### config.mk
export PLATFORM = sky130hd
export DESIGN_NAME = cdb_scheduler_flat
export DESIGN_NICKNAME = d
export VERILOG_FILES = /design/src/rtl/cdb_scheduler_pkg.sv /design/src/rtl/cdb_scheduler_if.sv /design/src/rtl/cdb_scheduler_fu_fifo.sv /design/src/rtl/cdb_scheduler.sv /design/src/flat_wrapper.sv
export SDC_FILE = /design/constraint.sdc
export NUM_CORES = 1
export LEC_CHECK = 0
export ABC_AREA = 1
export BUFFER_PORTS_ARGS = -buffer_cell sky130_fd_sc_hd__buf_2
export CAP_MARGIN = 20
export CORE_UTILIZATION = 35
export CTS_CLUSTER_SIZE = 20
export DETAILED_ROUTE_END_ITERATION = 8
export GPL_TIMING_DRIVEN = 0
export PLACE_DENSITY = 0.6
export RECOVER_POWER = 50
export SYNTH_ARGS = -nofsm -noshare
export SYNTH_HDL_FRONTEND = slang
export SYNTH_SLANG_ARGS = --single-unit
### constraint.sdc
create_clock -name clk -period 4.9 [get_ports clk]
set_clock_uncertainty 0.05 [all_clocks]
set_input_delay 0.735 -clock clk [delete_from_list [all_inputs] [get_ports clk]]
set_output_delay 0.735 -clock clk [all_outputs]
set_load 0.01 [all_outputs]
### src/rtl/cdb_scheduler_pkg.sv
// Shared types and helpers for the CDB scheduler: result entry layout,
// the ld/st source index and small one-hot / priority-encode functions.
package cdb_pkg;

  localparam int CDB_XLEN   = 32;
  localparam int CDB_TAG_W  = 6;
  localparam int CDB_MAX_FU = 16;
  localparam int FU_LDST    = 0;

  typedef struct packed {
    logic [CDB_TAG_W-1:0] tag;
    logic [CDB_XLEN-1:0]  data;
  } cdb_entry_t;

  function automatic logic [CDB_MAX_FU-1:0] onehot(input int unsigned idx);
    onehot = CDB_MAX_FU'(1) << idx;
  endfunction

  // Lowest set bit wins; returns CDB_MAX_FU when the vector is empty.
  function automatic int unsigned first_set(input logic [CDB_MAX_FU-1:0] v);
    first_set = CDB_MAX_FU;
    for (int i = CDB_MAX_FU - 1; i >= 0; i--) begin
      if (v[i]) first_set = i;
    end
  endfunction

endpackage

### src/rtl/cdb_scheduler_if.sv
// FU result inputs and CDB broadcast outputs of the scheduler, bundled.
interface cdb_scheduler_if #(
  parameter int NUM_FU = 3,
  parameter int XLEN   = 32,
  parameter int TAG_W  = 6
);

  logic [NUM_FU-1:0]       fu_valid_i;
  logic [NUM_FU*TAG_W-1:0] fu_tag_i;
  logic [NUM_FU*XLEN-1:0]  fu_data_i;
  logic [NUM_FU-1:0]       fu_ready_o;
  logic                    cdb_valid_o;
  logic [TAG_W-1:0]        cdb_tag_o;
  logic [XLEN-1:0]         cdb_data_o;
  logic [NUM_FU-1:0]       cdb_fu_o;

  modport master (
    output fu_valid_i, fu_tag_i, fu_data_i,
    input  fu_ready_o, cdb_valid_o, cdb_tag_o, cdb_data_o, cdb_fu_o
  );

  modport slave (
    input  fu_valid_i, fu_tag_i, fu_data_i,
    output fu_ready_o, cdb_valid_o, cdb_tag_o, cdb_data_o, cdb_fu_o
  );

endinterface

### src/rtl/cdb_scheduler_fu_fifo.sv
// Per-FU result buffer: small registered FIFO whose head is always visible on dout.
module cdb_fu_fifo #(
  parameter int W     = 38,
  parameter int DEPTH = 2
) (
  input  logic         clk,
  input  logic         rst,
  input  logic         flush,
  input  logic         push,
  input  logic         pop,
  input  logic [W-1:0] din,
  output logic [W-1:0] dout,
  output logic         empty,
  output logic         full
);

  localparam int PTR_W = (DEPTH > 1) ? $clog2(DEPTH) : 1;
  localparam int CNT_W = $clog2(DEPTH) + 1;

  logic [W-1:0]     r_mem [DEPTH];
  logic [PTR_W-1:0] r_wr;
  logic [PTR_W-1:0] r_rd;
  logic [CNT_W-1:0] r_cnt;
  logic             w_do_push;
  logic             w_do_pop;

  assign empty     = (r_cnt == '0);
  assign full      = (r_cnt == CNT_W'(DEPTH));
  assign w_do_push = push && !full;
  assign w_do_pop  = pop && !empty;
  assign dout      = r_mem[r_rd];

  always_ff @(posedge clk) begin
    if (w_do_push) r_mem[r_wr] <= din;
  end

  // Pointers wrap naturally because DEPTH is a power of two.
  always_ff @(posedge clk) begin
    if (!rst || flush) begin
      r_wr  <= '0;
      r_rd  <= '0;
      r_cnt <= '0;
    end else begin
      if (w_do_push) r_wr <= r_wr + 1'b1;
      if (w_do_pop)  r_rd <= r_rd + 1'b1;
      case ({w_do_push, w_do_pop})
        2'b10:   r_cnt <= r_cnt + 1'b1;
        2'b01:   r_cnt <= r_cnt - 1'b1;
        default: r_cnt <= r_cnt;
      endcase
    end
  end

endmodule

### src/rtl/cdb_scheduler.sv
// Common Data Bus scheduler: buffers FU results and broadcasts one per cycle,
// ld/st first, ALUs round-robin, with an aging override against starvation.
module cdb_scheduler
  import cdb_pkg::*;
#(
  parameter int NUM_FU       = 3,
  parameter int XLEN         = 32,
  parameter int TAG_W        = 6,
  parameter int FIFO_DEPTH   = 2,
  parameter int STARVE_LIMIT = 4
) (
  input  logic            clk,
  input  logic            rst,
  input  logic            stall_i,
  input  logic            flush_i,
  cdb_scheduler_if.slave  bus
);

  localparam int WAIT_W = $clog2(STARVE_LIMIT + 1);
  localparam int IDX_W  = (NUM_FU > 1) ? $clog2(NUM_FU) : 1;
  localparam int ENT_W  = TAG_W + XLEN;

  logic [NUM_FU-1:0]     w_empty;
  logic [NUM_FU-1:0]     w_full;
  logic [NUM_FU-1:0]     w_ready;
  logic [NUM_FU-1:0]     w_push;
  logic [NUM_FU-1:0]     w_pop;
  logic [ENT_W-1:0]      w_head [NUM_FU];

  logic [NUM_FU-1:0]     w_starved;
  logic                  w_gnt_any;
  logic                  w_gnt_rr;
  logic [IDX_W-1:0]      w_gnt_idx;
  logic [NUM_FU-1:0]     w_gnt_oh;
  logic [CDB_MAX_FU-1:0] w_oh_full;
  logic                  w_fire;
  logic [ENT_W-1:0]      w_sel;
  int                    w_cand;

  logic [WAIT_W-1:0]     r_wait [NUM_FU];
  logic [IDX_W-1:0]      r_rr;
  logic                  r_cdb_valid;
  logic [TAG_W-1:0]      r_cdb_tag;
  logic [XLEN-1:0]       r_cdb_data;
  logic [NUM_FU-1:0]     r_cdb_fu;

  // Readiness looks only at registered occupancy, so a full FIFO refuses
  // a push even when it is being popped in the same cycle.
  assign w_ready        = rst ? ~w_full : '0;
  assign bus.fu_ready_o = w_ready;

  for (genvar g = 0; g < NUM_FU; g++) begin : g_fu
    assign w_push[g] = bus.fu_valid_i[g] && w_ready[g];

    cdb_fu_fifo #(
      .W     (ENT_W),
      .DEPTH (FIFO_DEPTH)
    ) u_fifo (
      .clk   (clk),
      .rst   (rst),
      .flush (flush_i),
      .push  (w_push[g]),
      .pop   (w_pop[g]),
      .din   ({bus.fu_tag_i[g*TAG_W +: TAG_W], bus.fu_data_i[g*XLEN +: XLEN]}),
      .dout  (w_head[g]),
      .empty (w_empty[g]),
      .full  (w_full[g])
    );
  end

  always_comb begin
    w_starved = '0;
    w_gnt_any = 1'b0;
    w_gnt_rr  = 1'b0;
    w_gnt_idx = '0;
    w_cand    = 0;
    for (int i = 0; i < NUM_FU; i++) begin
      w_starved[i] = !w_empty[i] && (r_wait[i] >= WAIT_W'(STARVE_LIMIT));
    end
    if (|w_starved) begin
      w_gnt_any = 1'b1;
      w_gnt_idx = IDX_W'(first_set(CDB_MAX_FU'(w_starved)));
    end else if (!w_empty[FU_LDST]) begin
      w_gnt_any = 1'b1;
      w_gnt_idx = IDX_W'(FU_LDST);
    end else begin
      // Search ALUs starting just after the last RR winner, never visiting FU0.
      for (int k = 1; k < NUM_FU; k++) begin
        w_cand = ((int'(r_rr) - 1 + k) % (NUM_FU - 1)) + 1;
        if (!w_gnt_any && !w_empty[w_cand]) begin
          w_gnt_any = 1'b1;
          w_gnt_rr  = 1'b1;
          w_gnt_idx = IDX_W'(w_cand);
        end
      end
    end
  end

  assign w_fire    = w_gnt_any && !stall_i && !flush_i && rst;
  assign w_oh_full = onehot(32'(w_gnt_idx));
  assign w_gnt_oh  = w_oh_full[NUM_FU-1:0];
  assign w_pop     = w_fire ? w_gnt_oh : '0;
  assign w_sel     = w_head[w_gnt_idx];

  // CDB broadcast stage
  always_ff @(posedge clk) begin
    if (!rst) begin
      r_cdb_valid <= 1'b0;
      r_cdb_tag   <= '0;
      r_cdb_data  <= '0;
      r_cdb_fu    <= '0;
      r_rr        <= IDX_W'(NUM_FU - 1);
      for (int i = 0; i < NUM_FU; i++) r_wait[i] <= '0;
    end else if (flush_i) begin
      r_cdb_valid <= 1'b0;
      r_cdb_tag   <= '0;
      r_cdb_data  <= '0;
      r_cdb_fu    <= '0;
      for (int i = 0; i < NUM_FU; i++) r_wait[i] <= '0;
    end else if (!stall_i) begin
      r_cdb_valid <= w_fire;
      r_cdb_fu    <= w_fire ? w_gnt_oh : '0;
      r_cdb_tag   <= w_fire ? w_sel[ENT_W-1 -: TAG_W] : '0;
      r_cdb_data  <= w_fire ? w_sel[XLEN-1:0] : '0;
      if (w_fire && w_gnt_rr) r_rr <= w_gnt_idx;
      for (int i = 0; i < NUM_FU; i++) begin
        if (w_empty[i] || w_pop[i]) begin
          r_wait[i] <= '0;
        end else if (r_wait[i] < WAIT_W'(STARVE_LIMIT)) begin
          r_wait[i] <= r_wait[i] + 1'b1;
        end
      end
    end
  end

  assign bus.cdb_valid_o = r_cdb_valid;
  assign bus.cdb_tag_o   = r_cdb_tag;
  assign bus.cdb_data_o  = r_cdb_data;
  assign bus.cdb_fu_o    = r_cdb_fu;

endmodule
### src/flat_wrapper.sv
// flat-port wrapper written by rule: the top's interface ports become plain ports
module cdb_scheduler_flat import cdb_pkg::*;
#(
  parameter int NUM_FU       = 3,
  parameter int XLEN         = 32,
  parameter int TAG_W        = 6,
  parameter int FIFO_DEPTH   = 2,
  parameter int STARVE_LIMIT = 4
)
  (clk, rst, stall_i, flush_i, bus_fu_valid_i, bus_fu_tag_i, bus_fu_data_i, bus_fu_ready_o, bus_cdb_valid_o, bus_cdb_tag_o, bus_cdb_data_o, bus_cdb_fu_o);
  cdb_scheduler_if #(.NUM_FU(NUM_FU), .XLEN(XLEN), .TAG_W(TAG_W)) bus_i ();
  input  logic clk;
  input  logic rst;
  input  logic stall_i;
  input  logic flush_i;
  input wire logic [$bits(bus_i.fu_valid_i)-1:0] bus_fu_valid_i;
  input wire logic [$bits(bus_i.fu_tag_i)-1:0] bus_fu_tag_i;
  input wire logic [$bits(bus_i.fu_data_i)-1:0] bus_fu_data_i;
  output wire logic [$bits(bus_i.fu_ready_o)-1:0] bus_fu_ready_o;
  output wire logic [$bits(bus_i.cdb_valid_o)-1:0] bus_cdb_valid_o;
  output wire logic [$bits(bus_i.cdb_tag_o)-1:0] bus_cdb_tag_o;
  output wire logic [$bits(bus_i.cdb_data_o)-1:0] bus_cdb_data_o;
  output wire logic [$bits(bus_i.cdb_fu_o)-1:0] bus_cdb_fu_o;
  assign bus_i.fu_valid_i = bus_fu_valid_i;
  assign bus_i.fu_tag_i = bus_fu_tag_i;
  assign bus_i.fu_data_i = bus_fu_data_i;
  assign bus_fu_ready_o = bus_i.fu_ready_o;
  assign bus_cdb_valid_o = bus_i.cdb_valid_o;
  assign bus_cdb_tag_o = bus_i.cdb_tag_o;
  assign bus_cdb_data_o = bus_i.cdb_data_o;
  assign bus_cdb_fu_o = bus_i.cdb_fu_o;
  cdb_scheduler #(.NUM_FU(NUM_FU), .XLEN(XLEN), .TAG_W(TAG_W), .FIFO_DEPTH(FIFO_DEPTH), .STARVE_LIMIT(STARVE_LIMIT)) u_core (.clk(clk), .rst(rst), .stall_i(stall_i), .flush_i(flush_i), .bus(bus_i));
endmodule
Word level (Yosys, flattened, before mapping)
Memory sizes are Yosys's and may differ from the RTL's. A register that Yosys moved wholly into a read port is not among the register bits.
Index checks and enable logic that the tools add are counted.
{ "word_totals": {"register_bits": 56, "ram_bits": 237, "in_bits": 121, "out_inout_bits": 45, "word_cells": 204, "memories": 4} }
{ "op_classes": {"add_sub_neg": 20, "magnitude_cmp": 9, "eq_ne": 9, "shifts": 1, "n_mux": 90, "bitwise": 16, "reduce_logical": 41} }
{ "memory_table": {"columns": ["memory", "words", "word_bits", "rd", "rd_clocked_by_memory_dff", "write_ports", "line", "source"], "rows": [
  ["u_core.g_fu[0].u_fifo.r_mem", 2, 38, 1, 1, 1, "cdb_scheduler_fu_fifo.sv:20", "logic [W-1:0] r_mem [DEPTH];"],
  ["u_core.g_fu[1].u_fifo.r_mem", 2, 38, 1, 1, 1, "cdb_scheduler_fu_fifo.sv:20", null],
  ["u_core.g_fu[2].u_fifo.r_mem", 2, 38, 1, 1, 1, "cdb_scheduler_fu_fifo.sv:20", null],
  ["u_core.r_wait", 3, 3, 3, 0, 3, "cdb_scheduler.sv:40", "logic [WAIT_W-1:0] r_wait [NUM_FU];"]
]} }
{ "ops": {"columns": ["op", "n"], "rows": [
  ["38-bit binary-select mux with 2-bit select", 1],
  ["38-bit two-way mux", 2],
  ["32-bit by 4-bit less-than comparator with 1-bit output, second input constant", 2],
  ["1-bit two-way mux", 62],
  ["3-bit two-way mux", 11],
  ["32-bit by 2-bit adder with 32-bit output, second input constant", 1],
  ["32-bit by 3-bit adder with 32-bit output, second input constant", 1],
  ["32-bit two-way mux", 1],
  ["1-bit logical AND", 17],
  ["2-bit two-way mux", 7],
  ["2-bit equality test, second input constant", 6],
  ["3-bit greater-or-equal comparator, second input constant", 4],
  ["2-bit one-hot mux with 2 select lines", 3],
  ["1-bit logical NOT", 11],
  ["3-bit by 1-bit adder with 3-bit output, second input constant", 3],
  ["3-bit less-than comparator, second input constant", 3],
  ["1-bit OR", 9],
  ["1-bit adder, second input constant", 6],
  ["2-bit by 1-bit adder with 2-bit output, second input constant", 3],
  ["2-bit by 2-bit adder with 3-bit output, second input constant", 2],
  ["2-bit by 1-bit equality test with 1-bit output, second input constant", 3],
  ["2-bit logical NOT", 3],
  ["6-bit two-way mux", 1],
  ["2-bit nonzero test", 3],
  ["12 further kinds", 21]
]} }

Logic depth before layout (Yosys ltp)
{ "logic_depth": {"depth_word": 27, "depth_mapped": 16, "ltp_nobuf": 15} }

By module
Synthesis repeated with hierarchy kept, for this count alone.
{ "unflattened": {"hier_cells": 951, "area_unflattened_um2": 12268.0} }
{ "by_module_without_submodules": {"columns": ["module", "n_inst", "cells_each", "area_each_um2", "seq_area_each_um2"], "rows": [
  ["cdb_fu_fifo", 3, 158, 3084.2, 2382.3],
  ["cdb_scheduler", 1, 477, 3015.4, 1131.1]
]} }

Least setup slack after synthesis
No wires, ideal clock.
{ "synth_timing": {"path_type": "in2reg", "start": "in rst", "end": "mem u_core.g_fu[2].u_fifo.r_mem[0][0], enable pin", "setup_time_ns": 0.433, "arrival_ns": 2.838, "slack_ns": 1.578, "cell_stages": 4, "path_cell_list": "inv_2 a21oi_1 nand2_1 nor2_1"} }
{ "synth_between": {"elab_chain_cells": 5} }
{ "synth_lines": {"columns": ["element", "line", "source"], "rows": [
  ["from (decl)", "flat_wrapper.sv:13", "input logic rst;"],
  ["3-bit two-way mux", "cdb_scheduler.sv:49", "assign w_ready = rst ? ~w_full : '0;"],
  ["net bus_fu_ready_o[2]", "flat_wrapper.sv:19", "output wire logic [$bits(bus_i.fu_ready_o)-1:0] bus_fu_ready_o;"],
  ["1-bit logical AND", "cdb_scheduler.sv:53", "assign w_push[g] = bus.fu_valid_i[g] && w_ready[g];"],
  ["1-bit logical AND", "cdb_scheduler_fu_fifo.sv:29", "assign w_do_push = push && !full;"],
  ["1-bit two-way mux", "cdb_scheduler_fu_fifo.sv:34", "if (w_do_push) r_mem[r_wr] <= din;"],
  ["1-bit two-way mux (not written as such)", "cdb_scheduler_fu_fifo.sv:34", null],
  ["to (decl)", "cdb_scheduler_fu_fifo.sv:20", null]
]} }
The timed path passes the listed nets, and every way through them passes these cells.

Final worst setup path
{ "layout_timing": {"start": "in rst", "end": "reg u_core.g_fu[2].u_fifo.r_cnt[1]"} }
{ "layout_between": {"elab_chain_cells": 5} }
{ "layout_lines": {"columns": ["element", "line", "source"], "rows": [
  ["1-bit logical AND (*)", "cdb_scheduler.sv:99", "assign w_fire = w_gnt_any && !stall_i && !flush_i && rst;"],
  ["3-bit two-way mux (*)", "cdb_scheduler.sv:102", "assign w_pop = w_fire ? w_gnt_oh : '0;"],
  ["1-bit logical AND (*)", "cdb_scheduler_fu_fifo.sv:30", "assign w_do_pop = pop && !empty;"],
  ["net u_core.g_fu[2].u_fifo.w_do_pop", "cdb_scheduler_fu_fifo.sv:25", "logic w_do_pop;"],
  ["2-bit by 1-bit equality test with 1-bit output or 2-bit equality test (tied branches)", "cdb_scheduler_fu_fifo.sv:46", "case ({w_do_push, w_do_pop})"],
  ["2-bit one-hot mux with 2 select lines or 2-bit nonzero test (tied branches)", null, null],
  ["to (signal assigned)", "cdb_scheduler_fu_fifo.sv:47", "2'b10: r_cnt <= r_cnt + 1'b1;"],
  ["to (signal assigned)", "cdb_scheduler_fu_fifo.sv:48", "2'b01: r_cnt <= r_cnt - 1'b1;"],
  ["to (signal assigned)", "cdb_scheduler_fu_fifo.sv:49", "default: r_cnt <= r_cnt;"],
  ["to (decl)", "cdb_scheduler_fu_fifo.sv:23", "logic [CNT_W-1:0] r_cnt;"]
]} }
Mark *: on every way through the listed nets, which the timed path passes. The rest lies on a longest branch.
A chain may end at the register's enable or synchronous reset.

==> qor.yml <==
outcome: "complete, no violations"
die_h_um: 186
power_density_nw_per_um2: 394
drv_cap: 0
wl_per_cell_um: 18.4
dieArea_um2: 34700
grt_start_max_net_pins: 30
drt_iter0_drc: 512
hold_violations: 0
post-route-drc-count: 0
path_cells: "buf_2 -> inv_2 -> nor2_1 -> inv_1 -> nor2_1 -> nand2_4 -> nor2_1 -> ha_1 -> inv_1 -> nand2_1 -> nor2_1 -> o21ai_0 -> a21oi_1"
ys_ff_latch: 295
fin_crit_ns: 3.08
ios: 166
vias_per_cell: 4.73
wirelength_um: 29200
clkSinkCount: 295
hold_class: "in -> reg"
hold_start: "bus_fu_data_i[1]"
htreeDepth: 2
slew_headroom: 0.270
gp_congestion: 0.871
place_ws_ns: 2.07
synthesis.area_um2: 11900
cts_tree: "done"
cts.path.max_buffers: 3
layout.nets: 1243
timing.rr.start: "u_core.g_fu[0].u_fifo.r_cnt[0]"
min_to: "u_core.g_fu[0].u_fifo.r_mem[0][1]"
vdd_drop_max_v: 0.000207
hold_buffers: 0
synth.avg_cell_area_um2: 13.1
r2r_cells: 14
antenna_found_initial: 6
grt_usage: 0.172
io_buffers: 164
die_w_um: 186
critPathArrivalTime_ns: 3.46
ys_seq_area_frac: 0.697
yosysUniqueCellTypes: 28
cts_resized: 0
placed_area_um2: 13400
root_buffer: "clkbuf_16"
cp-start-kind: "primary input"
grt_setup_unrepaired: "false"
r2r_end: "u_core.g_fu[0].u_fifo.r_cnt[1]"
core_um2: 33400
route.antenna.remaining_nets: 0
area_growth_syn_to_layout_pct: 21.8
fmax_mhz: 325
design_area_um2: 14500
fin_crit_sh: 0.628
report.final.slew_viol_count: 0
drive_gt1_frac: 0.174
cpMostUsedCell: "nor2_1"
setup_viol: 0
start_util: 0.355
critPathMaxStageDelay_ns: 0.46
worst_pin_slew_ns: 1.09
firstDrtPassIters: 5
vias: 7529
grt_pass1_wl_um: 43600
worst_setup_path_end_kind: "flip-flop"
setup_tns_ns: 0
path_clk_slew_ns: 0.06
post_cts_buffers: 0
clock_latency_ns: 0.50
rrSetupSlack_ns: 2.42
crit_required_ns: 5.28
path_class: "in -> reg"
grt_pass1_vias: 7627
final_core_util: 0.432
grt-ovfl-total: 0
power.total_w: 0.00569
p_leak_nw: 4.91
whs_path_depth: 1
critPathMaxFanout: 8
syn_inst: 910
cts_made_buffers: 34
num_rows: 67
synth_nets: 1037
crit_slowest_cell: "nor2_1"
setup_slack_ns: 1.82
dpl.hpwl_um: 21400
ys_warn_count: 0
==> layer usage <==
layer	vias up	part of all wire	routed length, µm	GRT usage
li1	3683	-	-	-
met1	3569	0.42	12400	0.214
met2	214	0.48	14000	0.292
met3	57	0.067	1960	0.0430
met4	6	0.029	842	0.0584
met5	-	0.0012	34	0
==> report_power, final <==
group / total [W] / switching (W) / internal (W)
combinational: 0.000264 / 0.000172 / 0.0000916
sequential: 0.00279 / 0.0000163 / 0.00277
clock: 0.00264 / 0.000969 / 0.00167
total: 0.00569 / 0.00116 / 0.00454
==> state kept, by name (all words and copies together) (netlist names), named ones only <==
signal                    count
u_core.bus.cdb_fu_o           3
u_core.bus.cdb_valid_o        1
u_core.r_rr                   1
u_core.bus.cdb_data_o        32
u_core.g_fu.u_fifo.r_mem    228
u_core.bus.cdb_tag_o          6
u_core.g_fu.u_fifo.r_rd       3
u_core.g_fu.u_fifo.r_wr       3
u_core.r_wait                 9
u_core.g_fu.u_fifo.r_cnt      6
==> worst max-delay path: cells and delay by family <==
kind | cells | cell delay [ns]
and+or+nand+nor | 6 | 1.63
buffers and inverters | 4 | 0.55
adders and majority gates | 1 | 0.32
AOI/OAI and AO/OA | 2 | 0.23
==> area by class of cell <==
cell class / count / area (µm²)
Antenna cell: 3 / 7.51
Buffer: 50 / 305
Clock buffer: 53 / 1080
Clock inverter: 8 / 113
Fill cell: 3136 / 19000
Inverter: 67 / 251
Multi-Input combinational cell: 498 / 3040
Sequential cell: 295 / 8280
Tap cell: 448 / 561
Timing Repair Buffer: 170 / 828
==> placed cells by master, fill, tap and decap left out, types with 5 or more instances in the layout <==
| cell | netlist | final |
|---|---|---|
| inv_2 | 21 | 18 |
| edfxtp_1 | 237 | 237 |
| buf_6 | 9 | 9 |
| buf_12 | 0 | 6 |
| a21oi_1 | 59 | 59 |
| clkinv_1 | 16 | 18 |
| mux2i_1 | 114 | 114 |
| nand3_1 | 81 | 81 |
| inv_1 | 30 | 33 |
| dfxtp_1 | 58 | 58 |
| clkbuf_16 | 0 | 40 |
| nor2_1 | 26 | 25 |
| nand4_1 | 40 | 40 |
| clkbuf_1 | 17 | 116 |
| nand2_1 | 138 | 138 |
| o21ai_0 | 11 | 11 |
| nand2_2 | 5 | 5 |
| ha_1 | 6 | 6 |
| buf_2 | 16 | 90 |
| buf_4 | 8 | 8 |
==> synth_stat cells, drive strengths merged <==
master  number  area, µm²
a21boi       1       7.51
a21oi       60        304
buf         33        241
clkbuf      17       63.8
clkinv      16       60.1
dfxtp       58       1160
edfxtp     237       7120
ha           6       75.1
inv         51        191
mux2i      114       1140
nand2      146        583
nand3       81        405
nand4       41        263
nor2        33        169
nor3         2       21.3
o21ai       13       65.1
o21bai       1       7.51
==> worst max-delay path by stage <==
stage / start / end / cells after the start
final: rst / u_core.g_fu[2].u_fifo.r_cnt[1] / 13
after global routing: rst / u_core.g_fu[2].u_fifo.r_cnt[1] / 13
after CTS: u_core.g_fu[0].u_fifo.r_cnt[0] / u_core.g_fu[0].u_fifo.r_cnt[1] / 14
after detailed placement: stall_i / u_core.g_fu[1].u_fifo.r_cnt[1] / 13
after global placement: rst / u_core.g_fu[1].u_fifo.r_mem[0][25] / 5
after floorplan: rst / u_core.g_fu[2].u_fifo.r_mem[0][0] / 4
==> cell families (layout without fill, tap and decap cells) <==
family | Yosys count | after routing | synth area share
muxes | 114 | 114 | 0.0961
other | 0 | 3 | 0
and+or+nand+nor | 303 | 303 | 0.121
DFF | 295 | 295 | 0.697
buffers and inverters | 117 | 348 | 0.0469
AOI/OAI and AO/OA | 75 | 75 | 0.0323
adders and majority gates | 6 | 6 | 0.00632
==> stage by stage <==
| step | cells | hold slack (ns) |
|---|---|---|
| 2_1_floorplan | 910 | 0.375 |
| 3_3_place_gp | 1522 | 0.386 |
| 3_5_place_dp | 1528 | 0.402 |
| 4_1_cts | 1589 | 0.345 |
| 5_1_grt | 1589 | 0.349 |
| 6_report | 1592 | 0.368 |
(Power assumes the default switching activity.)
